## src/rtl/sipo_deserializer_pkg.sv

```systemverilog
// sipo_deserializer_pkg: shared state encoding and counter sizing for the deserializer
package sipo_deserializer_pkg;
  typedef enum logic {IDLE, SHIFT} state_t;
  function automatic int cnt_width(input int w);
    return $clog2(w + 1);
  endfunction
endpackage

```

## src/rtl/sipo_word_hold.sv

```systemverilog
// sipo_word_hold: one-word valid/ready holding register with overflow detection
module sipo_word_hold #(
  parameter int DATA_WIDTH = 16
) (
  input  logic                  clk,
  input  logic                  resetn,
  input  logic                  load,
  input  logic [DATA_WIDTH-1:0] din,
  input  logic                  dout_ready,
  input  logic                  err_clr,
  output logic [DATA_WIDTH-1:0] dout,
  output logic                  dout_valid,
  output logic                  ovf_err
);
  logic hs, take;
  assign hs   = dout_valid && dout_ready;
  assign take = load && (!dout_valid || dout_ready);
  // load a completed word when the slot is free or being emptied; otherwise flag the drop
  always_ff @(posedge clk) begin
    if (!resetn) begin
      dout       <= '0;
      dout_valid <= 1'b0;
      ovf_err    <= 1'b0;
    end else begin
      dout       <= take ? din : dout;
      dout_valid <= take ? 1'b1 : hs ? 1'b0 : dout_valid;
      ovf_err    <= (load && !take) ? 1'b1 : err_clr ? 1'b0 : ovf_err;
    end
  end
endmodule

```

## src/rtl/sipo_deserializer.sv

```systemverilog
// sipo_deserializer: frames LSB-first serial bits into words presented on a valid/ready port
module sipo_deserializer
  import sipo_deserializer_pkg::*;
#(
  parameter int DATA_WIDTH = 16
) (
  input  logic                  clk,
  input  logic                  resetn,
  input  logic                  sin,
  input  logic                  sin_valid,
  input  logic                  sin_first,
  output logic [DATA_WIDTH-1:0] dout,
  output logic                  dout_valid,
  input  logic                  dout_ready,
  output logic                  busy,
  output logic                  abort_err,
  output logic                  ovf_err,
  input  logic                  err_clr
);
  localparam int CW = cnt_width(DATA_WIDTH);
  state_t                state;
  logic [DATA_WIDTH-1:0] shift_q, nxt;
  logic [CW-1:0]         bit_cnt;
  logic                  data_bit, done;
  assign data_bit = sin_valid && !sin_first && state == SHIFT;
  assign nxt      = {sin, shift_q[DATA_WIDTH-1:1]};
  assign done     = data_bit && bit_cnt == CW'(DATA_WIDTH - 1);
  assign busy     = state == SHIFT;
  // framing FSM: sin_first always restarts a word, data bits shift in until the word completes
  always_ff @(posedge clk) begin
    if (!resetn) begin
      state     <= IDLE;
      shift_q   <= '0;
      bit_cnt   <= '0;
      abort_err <= 1'b0;
    end else begin
      if (sin_valid && sin_first) begin
        state   <= SHIFT;
        shift_q <= {sin, {(DATA_WIDTH-1){1'b0}}};
        bit_cnt <= CW'(1);
      end else if (data_bit) begin
        state   <= done ? IDLE : SHIFT;
        shift_q <= nxt;
        bit_cnt <= done ? '0 : bit_cnt + CW'(1);
      end
      abort_err <= (sin_valid && sin_first && state == SHIFT) ? 1'b1 : err_clr ? 1'b0 : abort_err;
    end
  end
  sipo_word_hold #(.DATA_WIDTH(DATA_WIDTH)) u_hold (
    .clk        (clk),
    .resetn     (resetn),
    .load       (done),
    .din        (nxt),
    .dout_ready (dout_ready),
    .err_clr    (err_clr),
    .dout       (dout),
    .dout_valid (dout_valid),
    .ovf_err    (ovf_err)
  );
endmodule

```

## config.mk

```make
export PLATFORM = sky130hd
export DESIGN_NAME = sipo_deserializer
export DESIGN_NICKNAME = d
export VERILOG_FILES = /design/src/rtl/sipo_deserializer_pkg.sv /design/src/rtl/sipo_word_hold.sv /design/src/rtl/sipo_deserializer.sv
export SDC_FILE = /design/constraint.sdc
export NUM_CORES = 1
export LEC_CHECK = 0
export ABC_AREA = 1
export ABC_CLOCK_PERIOD_IN_PS = 1900
export BUFFER_PORTS_ARGS = -buffer_cell sky130_fd_sc_hd__buf_2
export CELL_PAD_IN_SITES_DETAIL_PLACEMENT = 2
export CELL_PAD_IN_SITES_GLOBAL_PLACEMENT = 2
export CORE_ASPECT_RATIO = 0.6
export CORE_MARGIN = 5
export CORE_UTILIZATION = 33
export DETAILED_ROUTE_END_ITERATION = 7
export PLACE_DENSITY = 0.82
export SKIP_LAST_GASP = 1
export SLEW_MARGIN = 5
export SYNTH_ARGS = -nofsm -noshare
export SYNTH_HDL_FRONTEND = slang
export SYNTH_SLANG_ARGS = --single-unit
export TNS_END_PERCENT = 100
```

## constraint.sdc

```tcl
create_clock -name clk -period 1.9 [get_ports clk]
set_input_delay 0.57 -clock clk [delete_from_list [all_inputs] [get_ports clk]]
set_output_delay 0.57 -clock clk [all_outputs]
set_load 0.05 [all_outputs]
```

==> metrics.yaml, run 1 <==
run_status:
  status: "finished, final reports clean"
placement:
  dpl.cell_count: 326
  port_buffers: 26
  dp_hpwl_um: 3431
  placed_area_um2: 1931
  gp_congestion: 0.7764
grt:
  gr-total-overflow: 0
  grt_pass1_wl_um: 8183
  grt_util_all_layers_pct: 14.83
  gr-max-usage-layer: "met2"
  grt_max_degree: 31
  grt_pass1_vias: 1688
  gr-usage-met1_pct: 18.37
  antenna_found_initial: 0
  met3_usage_pct: 4.195
  grt_use_met2_pct: 25.56
final_layout:
  fin_cells: 334
  antennaDiodeCount: 0
  layout-drive-gt1-share_pct: 17.16
  final_nets: 275
  syn_to_final_growth_pct: 16.57
  fin_util_pct: 40.00
  stdcell_area_um2: 2042
sta:
  holdWs_ps: 469.7
  rsz0062_at_grt: "no"
  max_freq_mhz: 620.7
  max_slew_margin_pct: 74.13
  setup-violations-final: 0
  worst_pin_slew_ps: 387.6
  finalHoldViolCount: 0
  tns_ps: 0
  fin_skew_ps: 7.883
  fin_crit_sh_pct: 84.79
  post-route-min-period_ps: 1611
  slew_violations: 0
synth:
  syn_area_um2: 1752
  syn_area_per_cell_um2: 7.268
  yosysWarnings: 0
  syn_nets: 249
  seq_area_frac_synth_pct: 45.71
  synth_cell_type_count: 22
  synth_seq_cells: 40
  synthCells: 241
worst_setup_path:
  startpoint: "bit_cnt[1]$_SDFFE_PP0P_"
  timing.rr.start: "bit_cnt[1]$_SDFFE_PP0P_"
  endpoint_kind: "flip-flop"
  reg2regPathDepth: 7
  rr_endpoint: "u_hold.dout[5]$_SDFFE_PN0P_"
  crit_arrival_ps: 1840
  worstPathCellList: "ha_1, nand3_2, nor2_4, nand3_4, nand2_1, inv_1, nor2_1"
  cp_max_fo: 16
  start_kind: "flip-flop"
  cpPeakStageDelay_ps: 370
  required_ps: 2130
  slowest_stage: "dfxtp_1"
  crit_type: "reg2reg"
  ff2ff_setup_slack_ps: 290
cts:
  clk_pin_slew_ps: 80
  htreeDepth: 2
  cts_buffers: 5
  post_cts_buffers: 0
  worst_skew_pair.late_latency_ps: 300
  clk_root_buffer_cell: "clkbuf_8"
  cts_hold_buf: 0
  clk_path_buf_depth: 2
  numClockSinks: 40
  cts_resized: 0
  cts_tree: "done"
routing:
  drt_iter0_drc: 48
  drc: 0
  vias_per_cell: 4.635
  ant_nets: 0
  drt-total-wl_um: 4730
  drtPass1Iterations: 4
  dr_total_vias: 1548
  wl_per_cell_um: 14.16
worst_hold_path:
  hp-class: "reg2reg"
  hold_depth: 2
  holdPathEnd: "abort_err$_SDFFE_PN0P_"
  worstHoldStart: "abort_err$_SDFFE_PN0P_"
pwr:
  p_per_area_nw_per_um2: 809.0
  vdd_drop_max_uv: 245.8
  p_leak_nw: 0.9380
die:
  die_w_um: 104.1
  die-area_um2: 6913
  ios: 27
  core-area_um2: 5105
  start_util_pct: 34.31
  die_y_um: 66.44
  rows: 20
job:
  drv_cap: 0
==> cells by family after synthesis <==
group,synth area share (%)
AND/OR/NAND/NOR,24.71
buffers and inverters,16.79
flip-flops,45.71
AO/OA/AOI/OAI,11.07
XOR/XNOR,1.000
adder cells (fa/ha/maj),0.7142
==> worst max path at each step <==
stage | endpoint | slack (ps) | cells after the start
floorplan | bit_cnt[0]$_SDFFE_PN0P_ | 370 | 6
global placement | u_hold.dout[14]$_SDFFE_PN0P_ | 310 | 7
detailed placement | u_hold.dout[5]$_SDFFE_PN0P_ | 230 | 7
CTS | u_hold.dout[5]$_SDFFE_PN0P_ | 230 | 7
global route | u_hold.dout[5]$_SDFFE_PN0P_ | 110 | 7
finish | u_hold.dout[5]$_SDFFE_PN0P_ | 290 | 7
==> placed cells by master (no fill, tap or decap) <==
master      synthesis  routed
clkinv_2            0       1
a21oi_2             1       1
nand2_1            43      43
inv_1              56      56
nand2_2             2       2
nand3_2             1       1
nor3_1              3       3
bufinv_16           0       1
nand4_1            16      16
dfxtp_1            40      40
buf_4               2       4
nand3_4             1       1
o21ai_0            17      17
nor2_1             23      23
nor2_4              2       2
nand3b_1            1       1
clkbuf_8            0       5
ha_1                1       1
xor2_1              2       2
clkinvlp_4          0       1
buf_12              0       1
a21oi_1            20      20
buf_2               4      26
==> routing by layer <==
layer  wire, um  up-vias
met5          0        -
met4         40        0
met3        164        5
met2       2143       21
met1       2381      738
li1           -      784
==> cell type report <==
class                      instances  area [um^2]
fill                             627         3063
sequential                        40        800.8
multi-input combinational        133        656.9
inverter                          56        210.2
timing repair buffer              31        180.2
tap                               66        82.58
clock buffer                       5        68.82
clock inverter                     3        42.54
==> through the flow <==
stage | power [mW] | setup slack [ps]
3_3_place_gp | 0.9631 | 305.7
4_1_cts | 1.672 | 233.5
3_5_place_dp | 0.9680 | 226.2
6_report | 1.652 | 288.9
5_1_grt | 1.736 | 106.8
2_1_floorplan | 0.9372 | 371.5
==> synthesized netlist by cell type (all sizes together) <==
cell type,n,share of area [%]
a21oi,21,6.2
buf,11,4.6
clkbuf,1,0.21
dfxtp,40,46
ha,1,0.71
inv,56,12
nand2,45,9.9
nand3,2,1.6
nand3b,1,0.43
nand4,16,5.7
nor2,25,6.2
nor3,3,0.86
o21ai,17,4.9
xor2,2,1.0
==> power breakdown <==
part	total (mW)	internal (mW)	switching [mW]
logic	0.0906	0.0275	0.0631
registers	0.858	0.850	0.00821
clock network	0.703	0.389	0.314
==> flip-flops by register name, summed over array words and instances, names as in the netlist <==
signal / flops
bit_cnt: 5
u_hold.dout_valid: 1
abort_err: 1
shift_q: 15
u_hold.ovf_err: 1
u_hold.dout: 16
busy: 1
==> critical path: cells and delay by family, from the launching register on <==
kind / cells / cell delay [ps]
buffers and inverters: 1 / 50
DFF: 1 / 370
and+or+nand+nor: 5 / 900
adders and majority gates: 1 / 210
No activity file was read; power rests on OpenSTA's default activity.
==> run 2: changes to the inputs <==
Settings changed: ABC_CLOCK_PERIOD_IN_PS 1900 to 1600, CORE_UTILIZATION 33 to 31, PLACE_DENSITY 0.82 to 0.77.
Clock period 1.9 ns to 1.6 ns, I/O delays scaled along.
==> run 2 against run 1 <==
Effect of this change:
- combinational power grew 27%
- die area grew 5.6%
- clock skew fell by 1.9 ps
- worst hold slack worse by 21 ps
- cell count up 2.1%
- clock power is 33% higher
- cell area grew 4.3%
- sequential power grew 19%
- critical path type unchanged
- largest cell class unchanged
- highest routed layer unchanged
==> metrics.yaml, run 2 (same netlist as run 1, synthesis figures left out) <==
die:
  rows: 21
  die-area_um2: 7303
  core-area_um2: 5518
  die_w_um: 107.0
  die_y_um: 68.23
  ios: 27
  start_util_pct: 31.75
sta:
  setup-violations-final: 0
  max_freq_mhz: 668.5
  post-route-min-period_ps: 1496
  fin_skew_ps: 6.010
  max_slew_margin_pct: 74.16
  finalHoldViolCount: 0
  fin_crit_sh_pct: 93.49
  worst_pin_slew_ps: 386.7
  slew_violations: 0
worst_setup_path:
  endpoint_kind: "flip-flop"
  timing.rr.start: "bit_cnt[1]$_SDFFE_PP0P_"
  crit_arrival_ps: 1690
  slowest_stage: "dfxtp_1"
  reg2regPathDepth: 6
  cpPeakStageDelay_ps: 360
  crit_type: "reg2reg"
  path_buf_inv: 0
  required_ps: 1800
  cp_max_fo: 5
  critPathTopFamily: "simple AND/OR/NAND/NOR gates"
  ff2ff_setup_slack_ps: 100
  rr_endpoint: "bit_cnt[0]$_SDFFE_PN0P_"
  start_kind: "flip-flop"
  worstPathCellList: "ha_2, nand3_2, nor2_4, nand2_1, a21oi_1, nor2_1"
final_layout:
  largest_register: "u_hold.dout"
  final_cell_mix: "inv_1 (56), nand2_1 (43), dfxtp_1 (39)"
  largest_reg_flops: 16
  final_nets: 279
  syn_to_final_growth_pct: 21.57
  reg.largest.list: "u_hold.dout x16, shift_q x15, bit_cnt x5"
  fin_cells: 341
  antennaDiodeCount: 0
  layout-drive-gt1-share_pct: 19.12
  final_common_cell: "inv_1"
placement:
  gp_congestion: 0.7213
  port_buffers: 26
  dp_hpwl_um: 3152
  dpl.cell_count: 331
routing:
  drt-total-wl_um: 4787
  vias_per_cell: 4.625
  dr_total_vias: 1577
  drtPass1Iterations: 4
  wl_per_cell_um: 14.04
  ant_nets: 0
  drt_iter0_drc: 61
  drc: 0
pwr:
  power_mw: 2.072
  power_frac_clock_pct: 45.2
  p_per_area_nw_per_um2: 973.0
  swShare_pct: 22.75
  pwr-share-seq_pct: 49.2
  vdd_drop_max_uv: 312.5
  p_comb_share_pct: 5.6
  p_switching_uw: 471.4
  intPower_mw: 1.601
  p_leak_nw: 0.9673
cts:
  worst_skew_pair.late_latency_ps: 300
  htreeDepth: 2
  cts_buffers: 5
  cts_tree: "done"
  clk_pin_slew_ps: 80
  clk_root_buffer_cell: "clkbuf_8"
  numClockSinks: 40
  clk_path_buf_depth: 2
grt:
  antenna_found_initial: 0
  gr-total-overflow: 0
  grt_pass1_wl_um: 7755
  grt_pass1_vias: 1613
  grt_util_all_layers_pct: 13.72
  grt_max_degree: 34
worst_hold_path:
  worstHoldStart: "err_clr"
  hp-class: "in2reg"
  holdPathEnd: "abort_err$_SDFFE_PN0P_"
  hold_depth: 4
job:
  drv_cap: 0
run_status:
  status: "finished, final reports clean"
[run 2: worst max path at each step]
stage / end / slack [ps] / start / depth (start not counted)
6_report: bit_cnt[0]$_SDFFE_PN0P_ / 100 / bit_cnt[1]$_SDFFE_PP0P_ / 6
2_1_floorplan: bit_cnt[0]$_SDFFE_PN0P_ / 70 / busy$_SDFFE_PN0P_ / 6
4_1_cts: u_hold.dout[14]$_SDFFE_PN0P_ / 70 / bit_cnt[0]$_SDFFE_PN0P_ / 7
3_5_place_dp: u_hold.dout[10]$_SDFFE_PN0P_ / 50 / sin_valid / 7
5_1_grt: u_hold.dout[11]$_SDFFE_PN0P_ / -3 / bit_cnt[1]$_SDFFE_PP0P_ / 7
3_3_place_gp: u_hold.dout[14]$_SDFFE_PN0P_ / 100 / sin_valid / 7
[run 2: worst register-to-register path, cell delays in order (launching register included)]
cell and delay (ps):
dfxtp_1 360, ha_2 210, nand3_2 110, nor2_4 290, nand2_1 180, a21oi_1 190
nor2_1 60
[run 2: repair_timing]
| action | CTS | global route |
|---|---|---|
| resized for setup | 0 | 3 |
| setup buffers | 0 | 1 |
| setup endpoints to repair | 0 | 14 |
| hold buffers | 0 | 0 |
[run 2: per-layer routing]
metal,track usage [%],part of all wire (%),vias to the layer above
li1,-,-,797
met1,17.70,51,741
met2,20.72,41,28
met3,5.090,4.8,11
met4,5.901,2.5,0
met5,0,0,-
[run 2: metrics by stage]
stage	TNS (ps)	area, um^2	setup WS, ps	util, %	hold WS (ps)
floorplan	0	1752	71.54	-	440.6
global placement	0	1974	103.8	35.78	457.4
detailed placement	0	1974	54.30	35.78	462.7
CTS	0	2101	70.74	38.07	438.9
global route	-2.749	2130	-2.749	38.59	462.2
finish	0	2130	104.1	38.59	448.4
[run 2: area by class of cell]
class | count | area (um^2)
fill | 647 | 3388
multi-input combinational | 134 | 676.9
clock buffer | 7 | 96.34
tap | 69 | 86.33
timing repair buffer | 34 | 227.7
inverter | 56 | 210.2
sequential | 40 | 802.0
clock inverter | 1 | 30.03
[run 2: power by group through the flow]
stage / Clock [mW] / Sequential (mW) / Combinational [mW]
final: 0.937 / 1.02 / 0.115
after floorplan: 0 / 1.05 / 0.0648
after global placement: 0 / 1.04 / 0.111
after detailed placement: 0 / 1.04 / 0.114
after global routing: 1.00 / 1.02 / 0.130
after CTS: 0.970 / 1.02 / 0.116
